--- src/rtl/mac_acc_pkg.sv ---
// Shared definitions for the MAC accumulation stage: FSM encoding and default widths.
package mac_pkg;

  typedef enum logic [1:0] {
    IDLE = 2'd0,
    ACC  = 2'd1,
    HOLD = 2'd2
  } state_e;

  localparam int unsigned ACC_W_DEF   = 40;
  localparam int unsigned CNT_W_DEF   = 8;
  localparam int unsigned INT8_PROD_W = 16;

endpackage

--- src/rtl/mac_acc_if.sv ---
// Job control, product input and result output handshakes of the accumulation stage.
interface mac_acc_if import mac_pkg::*; #(
  parameter int unsigned ACC_W = ACC_W_DEF,
  parameter int unsigned CNT_W = CNT_W_DEF
);
  logic             start;
  logic [CNT_W-1:0] len;
  logic             int8_mode;
  logic             in_valid;
  logic             in_ready;
  logic [31:0]      in_prod;
  logic             out_valid;
  logic             out_ready;
  logic [ACC_W-1:0] out_sum;
  logic             out_sat;
  logic             busy;

  modport master (
    output start, len, int8_mode, in_valid, in_prod, out_ready,
    input  in_ready, out_valid, out_sum, out_sat, busy
  );

  modport slave (
    input  start, len, int8_mode, in_valid, in_prod, out_ready,
    output in_ready, out_valid, out_sum, out_sat, busy
  );
endinterface

--- src/rtl/mac_acc_cla_nbit.sv ---
// n-bit carry-lookahead adder (generate/propagate form) shared across the multiplier datapath.
module cla_nbit #(
  parameter int unsigned n = 40
) (
  input  logic [n-1:0] a,
  input  logic [n-1:0] b,
  input  logic         cin,
  output logic [n-1:0] sum,
  output logic         cout
);
  logic [n-1:0] g;
  logic [n-1:0] p;
  logic [n:0]   c;

  always_comb begin
    g    = a & b;
    p    = a ^ b;
    c    = '0;
    c[0] = cin;
    for (int unsigned i = 0; i < n; i++) begin
      c[i+1] = g[i] | (p[i] & c[i]);
    end
    sum  = p ^ c[n-1:0];
    cout = c[n];
  end
endmodule

--- src/rtl/mac_acc.sv ---
// Saturating dot-product accumulator: sums len products per job, then holds the result until accepted.
module mac_acc import mac_pkg::*; #(
  parameter int unsigned ACC_W = ACC_W_DEF,
  parameter int unsigned CNT_W = CNT_W_DEF
) (
  input  logic      clk,
  input  logic      rst_n,
  mac_acc_if.slave  bus
);
  state_e           state_q, state_d;
  logic [ACC_W-1:0] acc_q, acc_d;
  logic [CNT_W-1:0] cnt_q, cnt_d;
  logic [CNT_W-1:0] len_q, len_d;
  logic             sat_q, sat_d;
  logic             int8_q, int8_d;
  logic [ACC_W-1:0] operand;
  logic [ACC_W-1:0] add_sum;
  logic             add_cout;
  logic             take_start;

  always_comb begin
    operand = int8_q ? ACC_W'(bus.in_prod[INT8_PROD_W-1:0]) : ACC_W'(bus.in_prod);
  end

  cla_nbit #(.n(ACC_W)) u_add (
    .a    (acc_q),
    .b    (operand),
    .cin  (1'b0),
    .sum  (add_sum),
    .cout (add_cout)
  );

  // A start accepted in HOLD (with out_ready) reuses the IDLE start action, so jobs run back-to-back.
  always_comb begin
    take_start = bus.start && ((state_q == IDLE) || ((state_q == HOLD) && bus.out_ready));
  end

  always_comb begin
    state_d = state_q;
    acc_d   = acc_q;
    cnt_d   = cnt_q;
    len_d   = len_q;
    sat_d   = sat_q;
    int8_d  = int8_q;
    unique case (state_q)
      IDLE: ;
      ACC: begin
        if (bus.in_valid) begin
          if (add_cout) begin
            acc_d = '1;
            sat_d = 1'b1;
          end else begin
            acc_d = add_sum;
          end
          cnt_d = cnt_q + CNT_W'(1);
          if (cnt_q == len_q - CNT_W'(1)) state_d = HOLD;
        end
      end
      HOLD: if (bus.out_ready) state_d = IDLE;
      default: state_d = IDLE;
    endcase
    if (take_start) begin
      acc_d   = '0;
      cnt_d   = '0;
      sat_d   = 1'b0;
      len_d   = bus.len;
      int8_d  = bus.int8_mode;
      state_d = (bus.len != '0) ? ACC : HOLD;
    end
  end

  always_ff @(posedge clk) begin
    if (!rst_n) begin
      state_q <= IDLE;
      acc_q   <= '0;
      cnt_q   <= '0;
      len_q   <= '0;
      sat_q   <= 1'b0;
      int8_q  <= 1'b0;
    end else begin
      state_q <= state_d;
      acc_q   <= acc_d;
      cnt_q   <= cnt_d;
      len_q   <= len_d;
      sat_q   <= sat_d;
      int8_q  <= int8_d;
    end
  end

  always_comb begin
    bus.in_ready  = (state_q == ACC);
    bus.out_valid = (state_q == HOLD);
    bus.busy      = (state_q != IDLE);
    bus.out_sum   = acc_q;
    bus.out_sat   = sat_q;
  end
endmodule

--- src/flat_wrapper.sv ---
// flat-port wrapper written by rule: the top's interface ports become plain ports
module mac_acc_flat import mac_pkg::*;
#(
  parameter int unsigned ACC_W = ACC_W_DEF,
  parameter int unsigned CNT_W = CNT_W_DEF
)
  (clk, rst_n, bus_start, bus_len, bus_int8_mode, bus_in_valid, bus_in_prod, bus_out_ready, bus_in_ready, bus_out_valid, bus_out_sum, bus_out_sat, bus_busy);
  mac_acc_if #(.ACC_W(ACC_W), .CNT_W(CNT_W)) bus_i ();
  input  logic clk;
  input  logic rst_n;
  input wire logic [$bits(bus_i.start)-1:0] bus_start;
  input wire logic [$bits(bus_i.len)-1:0] bus_len;
  input wire logic [$bits(bus_i.int8_mode)-1:0] bus_int8_mode;
  input wire logic [$bits(bus_i.in_valid)-1:0] bus_in_valid;
  input wire logic [$bits(bus_i.in_prod)-1:0] bus_in_prod;
  input wire logic [$bits(bus_i.out_ready)-1:0] bus_out_ready;
  output wire logic [$bits(bus_i.in_ready)-1:0] bus_in_ready;
  output wire logic [$bits(bus_i.out_valid)-1:0] bus_out_valid;
  output wire logic [$bits(bus_i.out_sum)-1:0] bus_out_sum;
  output wire logic [$bits(bus_i.out_sat)-1:0] bus_out_sat;
  output wire logic [$bits(bus_i.busy)-1:0] bus_busy;
  assign bus_i.start = bus_start;
  assign bus_i.len = bus_len;
  assign bus_i.int8_mode = bus_int8_mode;
  assign bus_i.in_valid = bus_in_valid;
  assign bus_i.in_prod = bus_in_prod;
  assign bus_i.out_ready = bus_out_ready;
  assign bus_in_ready = bus_i.in_ready;
  assign bus_out_valid = bus_i.out_valid;
  assign bus_out_sum = bus_i.out_sum;
  assign bus_out_sat = bus_i.out_sat;
  assign bus_busy = bus_i.busy;
  mac_acc #(.ACC_W(ACC_W), .CNT_W(CNT_W)) u_core (.clk(clk), .rst_n(rst_n), .bus(bus_i));
endmodule
--- config.mk ---
export PLATFORM = sky130hd
export DESIGN_NAME = mac_acc_flat
export DESIGN_NICKNAME = d
export VERILOG_FILES = /design/src/rtl/mac_acc_pkg.sv /design/src/rtl/mac_acc_if.sv /design/src/rtl/mac_acc_cla_nbit.sv /design/src/rtl/mac_acc.sv /design/src/flat_wrapper.sv
export SDC_FILE = /design/constraint.sdc
export NUM_CORES = 1
export LEC_CHECK = 0
export ABC_AREA = 1
export CORE_AREA = 2 2 80 101
export CTS_BUF_LIST = sky130_fd_sc_hd__clkbuf_4 sky130_fd_sc_hd__clkbuf_8
export DETAILED_ROUTE_END_ITERATION = 12
export DIE_AREA = 0 0 82 103
export HOLD_SLACK_MARGIN = 0.08
export PLACE_DENSITY = 0.81
export RECOVER_POWER = 25
export REMOVE_ABC_BUFFERS = 1
export SLEW_MARGIN = 20
export SYNTH_ARGS = -nofsm -noshare
export SYNTH_HDL_FRONTEND = slang
export SYNTH_HIERARCHICAL = 1
export SYNTH_SLANG_ARGS = --single-unit
--- constraint.sdc ---
create_clock -name clk -period 19.9 [get_ports clk]
set_input_delay 2.985 -clock clk [delete_from_list [all_inputs] [get_ports clk]]
set_output_delay 2.985 -clock clk [all_outputs]
set_load 0.02 [all_outputs]
==> impl_metrics.tcl, run 1 <==
set metrics [dict create \
    outcome "complete, no violations" \
    clock-sinks 60 \
    diodes 0 \
    syn_area_per_cell_sq_um 8.54 \
    cp_data_arrival_time_ns 19.55 \
    yosys_warnings 6 \
    drive_above_1_share_pct 14.0 \
    synth_top_area_share_pct 31.9 \
    drcViolationCount 0 \
    cts_resized 0 \
    io_pins 90 \
    critical_path.max_fanout 41 \
    hold_viol 0 \
    die_w_um 82 \
    synth-async-reset-ratio_pct 0 \
    timing_worst_slew_pin_value_ns 1.02 \
    fin_crit_ns 19.37 \
    wl_mm 8.73 \
    leakage_nw 2.00 \
    post_cts_buffers 0 \
    setup_viol 0 \
    root_buffer "clkbuf_8" \
    yosys-top-cells-count "nand2_1, dfxtp_1, o21ai_0" \
    path_clk_slew_ns 0.07 \
    synth_seq_area_share_pct 31.9 \
    syn_to_final_growth_pct 30.0 \
    p_per_area_mw_per_mm2 74.4 \
    fmax_ghz 0.0516 \
    yosys_register_bits 60 \
    grt_pass1_vias 3232 \
    ant_nets 0 \
    antenna_found_initial 0 \
    synth_ff_type "dfxtp_1" \
    wl_per_cell_um 13.9 \
    path_delay_family "adder cells" \
    gp_congestion 0.821 \
    cpPeakStageDelay_ns 0.42 \
    synth_area_leaders "dfxtp_1, fa_1, a21oi_2" \
    via_per_inst 5.04 \
    synth_largest_area_cell "dfxtp_1" \
    stdcell_count 630 \
    final_nets 618 \
    synth_edf_count 0 \
    grt_pass1_wl_mm 14.4 \
    start_kind "input pin" \
    h-tree-depth 3 \
    grt_util_all_layers_pct 21.9 \
    fin_crit_sh_pct 97.3 \
    vias 3178 \
    cts_hold_buf 0 \
    die_h_um 103 \
    first_pass_iters 4 \
    grt-ovfl-total 0 \
    report.final.slew_viol_count 0 \
    yosysUniqueCellTypes 33 \
    worstPathRequired_ns 20.08 \
    syn_area_sq_mm 0.00376 \
    yosys.cell_count.top_type "nand2_1" \
    end_kind "flip-flop" \
    cts_tree "built" \
    maxSlewHeadroom_pct 31.6 \
    initial_utilization_pct 49.8 \
    grt_max_degree 50 \
    peakVddDrop_mv 0.0454 \
    clk_latency_ns 0.33 \
    port-buffer-count 89 \
    cp_slowest_cell "fa_1" \
    clock-skew-final_ns 0.00758 \
    fp.dieArea_sq_mm 0.00845 \
    worst-setup-path-type "in -> reg" \
    final_util_pct 64.7 \
    crit_top_cell "fa_1" \
    core_area_sq_mm 0.00757 \
    dpl.hpwl_mm 6.32 \
    post-place-cells 614 \
    cts_buffer_depth 2 \
    critPathBufInv 6 \
    cts_made_buffers 9 \
    fp-row-count 36 \
    dr.first_iter.drc_count 112 \
    drv_cap 0 \
    min_path_type "reg -> reg" \
    syn_inst 441 \
]
==> per-stage QoR <==
stage	setup TNS (ns)	total power, mW	area [sq um]	setup WS, ns	hold WS (ns)
after floorplan	0	0.214	3670	1.27	0.457
after global placement	0	0.252	4690	0.360	0.473
after detailed placement	0	0.256	4690	0.148	0.478
after CTS	0	0.367	4890	0.475	0.491
after global routing	-0.0117	0.388	4890	-0.00988	0.497
final	0	0.364	4890	0.532	0.494
==> final cells by class <==
| cell class | instances | area [sq um] |
|---|---|---|
| fillers | 637 | 2670 |
| multi-input cells | 313 | 2250 |
| flip-flops and latches | 60 | 1200 |
| repair buffers | 91 | 910 |
| inverters | 55 | 208 |
| clock buffers | 10 | 138 |
| well taps | 95 | 119 |
| clock inverters | 6 | 63.8 |
==> worst paths after layout <==
check                          from                endpoint  slack, ns  depth (start not counted)
max reg2reg   u_core/bus.out_sum[0]  u_core/bus.out_sum[31]       3.28                         47
min reg2reg  u_core/bus.out_sum[39]  u_core/bus.out_sum[39]       0.49                          2
min          u_core/bus.out_sum[39]  u_core/bus.out_sum[39]       0.49                          2
max                  bus_in_prod[0]  u_core/bus.out_sum[31]       0.53                         48
==> where the power goes <==
group,total [mW],internal (mW),switching [mW]
clock network,0.110,0.0610,0.0494
registers,0.138,0.129,0.00932
logic,0.115,0.0450,0.0701
==> cell usage in the layout (no fill, tap or decap), types with 10 or more instances in the layout <==
cell	netlist	final
dfxtp_1	60	60
a21oi_2	39	39
fa_1	40	40
clkbuf_8	0	10
nand3_1	12	13
nand2_1	79	79
a21oi_1	14	14
clkdlybuf4s50_1	0	74
inv_1	43	44
dlygate4sd3_1	0	15
nor2_1	39	39
o21ai_0	49	47
==> logic make-up after synthesis <==
kind of cell	count (synthesis)	synth area share, %
buffers and inverters	76	8.87
and+or+nand+nor	147	17.2
other	1	0.0996
DFF	60	31.9
adders and majority gates	42	21.9
AOI/OAI and AO/OA	110	18.8
xor gates and xnor gates	5	1.16
==> worst reg2reg max path, delay by kind of cell (launching register included) <==
kind	cells	cell delay [ns]
DFF	1	0.34
buffers and inverters	5	0.45
adders and majority gates	40	15.30
AOI/OAI and AO/OA	2	0.37
==> state kept, by name, summed over array words and instances (netlist names) <==
| signal | count |
|---|---|
| u_core/bus.out_sum | 40 |
| u_core/cnt_q | 8 |
| u_core/len_q | 8 |
| u_core/state_q | 2 |
| u_core/bus.out_sat | 1 |
| u_core/int8_q | 1 |
==> routing by layer <==
metal  global-route usage (%)  part of all wire (%)
met2                     36.8                    51
met5                        0                     0
met4                     5.26                   1.2
met1                     26.5                    41
met3                     8.14                   7.5
No activity file was read; power rests on OpenSTA's default activity.
==> run 2: changes to the inputs <==
- SETUP_SLACK_MARGIN: unset -> 0.02
- SLEW_MARGIN: 20 -> unset
==> run 2 against run 1 <==
Effect of this change:
- combinational power about the same
- cell area about the same
- sequential power about the same
- critical path type unchanged
- critical endpoint is now u_core/bus.out_sum[36]
==> impl_metrics.tcl, run 2 (synthesis results as in run 1) <==
set metrics [dict create \
    rsz0062_at_grt "false" \
    syn_to_final_growth_pct 29.9 \
    fmax_ghz 0.0517 \
    drcViolationCount 0 \
    timing_worst_slew_pin_value_ns 1.18 \
    leakage_nw 2.00 \
    fin_tns_setup_ns 0 \
    grt_pass1_vias 3232 \
    grt-ovfl-total 0 \
    hold_viol 0 \
    reg2reg_from "u_core/bus.out_sum[0]" \
    ant_nets 0 \
    clock-sinks 60 \
    post_cts_buffers 0 \
    worst-setup-path-type "in -> reg" \
    p_per_area_mw_per_mm2 74.7 \
    cpPeakStageDelay_ns 0.42 \
    cp_data_arrival_time_ns 19.51 \
    ff2ff_path_depth 47 \
    path_clk_slew_ns 0.07 \
    setup_viol 0 \
    peakVddDrop_mv 0.0454 \
    grt_max_degree 50 \
    drive_above_1_share_pct 14.0 \
    initial_utilization_pct 49.8 \
    fin_crit_sh_pct 97.2 \
    vias 3186 \
    clock-skew-final_ns 0.00793 \
    h-tree-depth 3 \
    worstHoldStart "u_core/cnt_q[7]" \
    cts_resized 0 \
    critical_path.max_fanout 41 \
    antenna_found_initial 0 \
    crit_top_cell "fa_1" \
    swShare_pct 35.5 \
    wl_mm 8.69 \
    crit_start "bus_in_prod[0]" \
    start_kind "input pin" \
    cts_made_buffers 9 \
    worstPathRequired_ns 20.07 \
    first_pass_iters 4 \
    end_kind "flip-flop" \
    final_nets 618 \
    grt_pass1_wl_mm 14.4 \
    cp_slowest_cell "fa_1" \
    fp-row-count 36 \
    ff_latch_area_sq_mm 0.00120 \
    total_power_mw 0.366 \
    multi_input_area_sq_mm 0.00225 \
    p_comb_share_pct 32.0 \
    cts_tree "built" \
    io_pins 90 \
    cp-endpoint "u_core/bus.out_sum[36]" \
    regToRegSetupSlack_ns 3.30 \
    via_per_inst 5.06 \
    cts_buffer_depth 2 \
    gp_congestion 0.821 \
    p_clk_share_pct 30.2 \
    largest_reg_flops 40 \
    root_buffer "clkbuf_8" \
    outcome "complete, no violations" \
    cts_hold_buf 0 \
    wl_per_cell_um 13.8 \
    netSwitchingPower_mw 0.130 \
    final_util_pct 64.6 \
    rr_endpoint "u_core/bus.out_sum[36]" \
    min_path_type "reg -> reg" \
    seqPwrFrac_pct 37.9 \
    nFillCells 638 \
    fp.dieArea_sq_mm 0.00845 \
    internal_power_mw 0.236 \
    final_cell_mix "nand2_1, clkdlybuf4s50_1, dfxtp_1" \
    fin_crit_ns 19.34 \
    final_common_cell "nand2_1" \
    clk_latency_ns 0.33 \
    dpl.hpwl_mm 6.32 \
    report.final.slew_viol_count 0 \
    maxSlewHeadroom_pct 21.1 \
    core_area_sq_mm 0.00757 \
    grt_util_all_layers_pct 21.9 \
    dr.first_iter.drc_count 133 \
    die_h_um 103 \
    diodes 0 \
    drv_cap 0 \
    port-buffer-count 89 \
    die_w_um 82 \
]
==> run 2: cell type report <==
cell class	count	area share (%)
Inverter	55	4.22
Multi-Input combinational cell	313	46.1
Sequential cell	60	24.6
Clock buffer	10	2.81
Timing Repair Buffer	91	18.6
Clock inverter	6	1.30
Tap cell	95	2.43
==> run 2: how the worst min path moves through the flow <==
stage | to | slack, ns | cells after the start
after floorplan | u_core/cnt_q[7] | 0.46 | 2
after global placement | u_core/cnt_q[7] | 0.47 | 2
after detailed placement | u_core/cnt_q[7] | 0.48 | 2
after CTS | u_core/cnt_q[7] | 0.49 | 2
after global routing | u_core/cnt_q[7] | 0.50 | 2
final | u_core/cnt_q[7] | 0.49 | 2
==> run 2: power groups by stage <==
stage	Clock (mW)	Sequential, mW	Combinational [mW]
6_report	0.110	0.138	0.117
5_1_grt	0.118	0.140	0.131
4_1_cts	0.113	0.138	0.116
3_5_place_dp	0	0.141	0.115
3_3_place_gp	0	0.141	0.111
2_1_floorplan	0	0.146	0.0682
==> run 2: critical path, delay by kind of cell <==
kind / cells / cell delay, ns
adder cells (fa/ha/maj): 40 / 15.30
AO/OA/AOI/OAI: 2 / 0.35
buffers and inverters: 6 / 0.87
==> run 2: stage by stage <==
step	setup WS [ns]	instance area, sq um	std cells	hold WS [ns]
after floorplan	1.27	3670	428	0.457
after global placement	0.360	4690	614	0.473
after detailed placement	0.148	4690	614	0.478
after CTS	0.475	4890	630	0.491
after global routing	0.00238	4890	630	0.497
final	0.556	4890	630	0.492
==> run 2: metal layers <==
metal	global-route usage, %	share of wire [%]	routed length, um
met1	26.5	40	3510
met2	36.8	51	4400
met3	8.14	7.7	671
met4	5.26	1.2	106
met5	0	0	0
==> run 3: changes to the inputs <==
- SLEW_MARGIN: unset -> 20
==> run 3 against run 2 <==
Effect of this change:
- cell area about the same
- routed wire length up 0.81%
- non-clock buffer count unchanged
- largest cell class unchanged
- critical endpoint is now u_core/bus.out_sum[31]
- count of clock-buffer cells in the layout unchanged
- maximum frequency about the same
- global-route usage unchanged
- power down 0.29%
- sequential share of layout area about the same
- setup slack worse by 0.019 ns
==> impl_metrics.tcl, run 3 (synthesis results as in run 1) <==
set metrics [dict create \
    outcome "complete, no violations" \
    leakage_nw 2.00 \
    diodes 0 \
    critical_path.max_fanout 41 \
    drive_above_1_share_pct 14.0 \
    setup_viol 0 \
    dpl.hpwl_mm 6.32 \
    syn_to_final_growth_pct 30.0 \
    grt_util_all_layers_pct 21.9 \
    placed_area_sq_mm 0.00469 \
    ant_nets 0 \
    clock-sinks 60 \
    final_util_pct 64.7 \
    fin_tns_setup_ns 0 \
    worstHoldStart "u_core/bus.out_sum[39]" \
    total_power_mw 0.364 \
    fp-row-count 36 \
    first_pass_iters 4 \
    gp_congestion 0.821 \
    io_pins 90 \
    worstPathRequired_ns 20.08 \
    start_kind "input pin" \
    drcViolationCount 0 \
    fp.dieArea_sq_mm 0.00845 \
    grt-ovfl-total 0 \
    final_nets 618 \
    grt_pass1_vias 3232 \
    crit_start "bus_in_prod[0]" \
    cpPeakStageDelay_ns 0.42 \
    drv_cap 0 \
    largest_reg_flops 40 \
    rsz0062_at_grt "true" \
    fmax_ghz 0.0516 \
    cts_hold_buf 0 \
    fin_crit_ns 19.36 \
    reg2reg_from "u_core/bus.out_sum[0]" \
    port-buffer-count 89 \
    vias 3160 \
    wl_mm 8.76 \
    initial_utilization_pct 49.8 \
    report.final.slew_viol_count 0 \
    cp_slowest_cell "fa_1" \
    via_per_inst 5.02 \
    clock-skew-final_ns 0.00775 \
    h-tree-depth 3 \
    antenna_found_initial 0 \
    cts_tree "built" \
    grt_max_degree 50 \
    maxSlewHeadroom_pct 32.0 \
    worst-setup-path-type "in -> reg" \
    end_kind "flip-flop" \
    root_buffer "clkbuf_8" \
    grt_pass1_wl_mm 14.4 \
    crit_top_cell "fa_1" \
    dr.first_iter.drc_count 112 \
    core_area_sq_mm 0.00757 \
    final_common_cell "nand2_1" \
    final_cell_mix "nand2_1, clkdlybuf4s50_1, dfxtp_1" \
    cp_data_arrival_time_ns 19.55 \
    die_w_um 82 \
    post_cts_buffers 0 \
    wl_per_cell_um 13.9 \
    fin_crit_sh_pct 97.3 \
    hold_viol 0 \
    min_path_type "reg -> reg" \
    peakVddDrop_mv 0.0453 \
    clk_latency_ns 0.33 \
    cts_made_buffers 9 \
    p_per_area_mw_per_mm2 74.5 \
    die_h_um 103 \
    cts_resized 0 \
    timing_worst_slew_pin_value_ns 1.02 \
    cts_buffer_depth 2 \
    path_clk_slew_ns 0.07 \
    design_area_sq_mm 0.00489 \
]
==> run 3: power breakdown <==
group	total (mW)	switching, mW	leakage (nW)	internal, mW
registers	0.138	0.00932	0.487	0.129
clock network	0.110	0.0495	0.0983	0.0610
logic	0.116	0.0704	1.41	0.0451
==> run 3: path summary, 6_finish.rpt <==
check	depth (start not counted)	endpoint	slack, ns
worst max-delay path	48	u_core/bus.out_sum[31]	0.54
worst min-delay path	2	u_core/bus.out_sum[39]	0.49
worst max register to register	47	u_core/bus.out_sum[31]	3.28
worst min register to register	2	u_core/bus.out_sum[39]	0.49
==> run 3: worst max-delay path: cells and delay by family <==
kind | cells | cell delay (ns)
adders and majority gates | 40 | 15.29
AOI/OAI and AO/OA | 2 | 0.37
buffers and inverters | 6 | 0.87
==> run 3: metal layers <==
metal  global-route usage, %  vias up  share of wire [%]
met5                       0        -                  0
met4                    5.26        0                1.2
met3                    8.14       10                7.1
met2                    36.8       74                 51
met1                    26.5     1513                 41
li1                        -     1563                  -
==> run 3: cell type report <==
class / count / area [sq um]
clock buffers: 10 / 138
flip-flops and latches: 60 / 1200
fillers: 637 / 2670
multi-input cells: 313 / 2250
well taps: 95 / 119
clock inverters: 6 / 63.8
repair buffers: 91 / 910
inverters: 55 / 208
==> run 3: metrics by stage <==
stage	cells	hold slack (ns)	worst slack (ns)
finish	630	0.494	0.537
global route	630	0.497	0.000624
CTS	630	0.491	0.475
detailed placement	614	0.478	0.148
global placement	614	0.473	0.360
floorplan	428	0.457	1.27
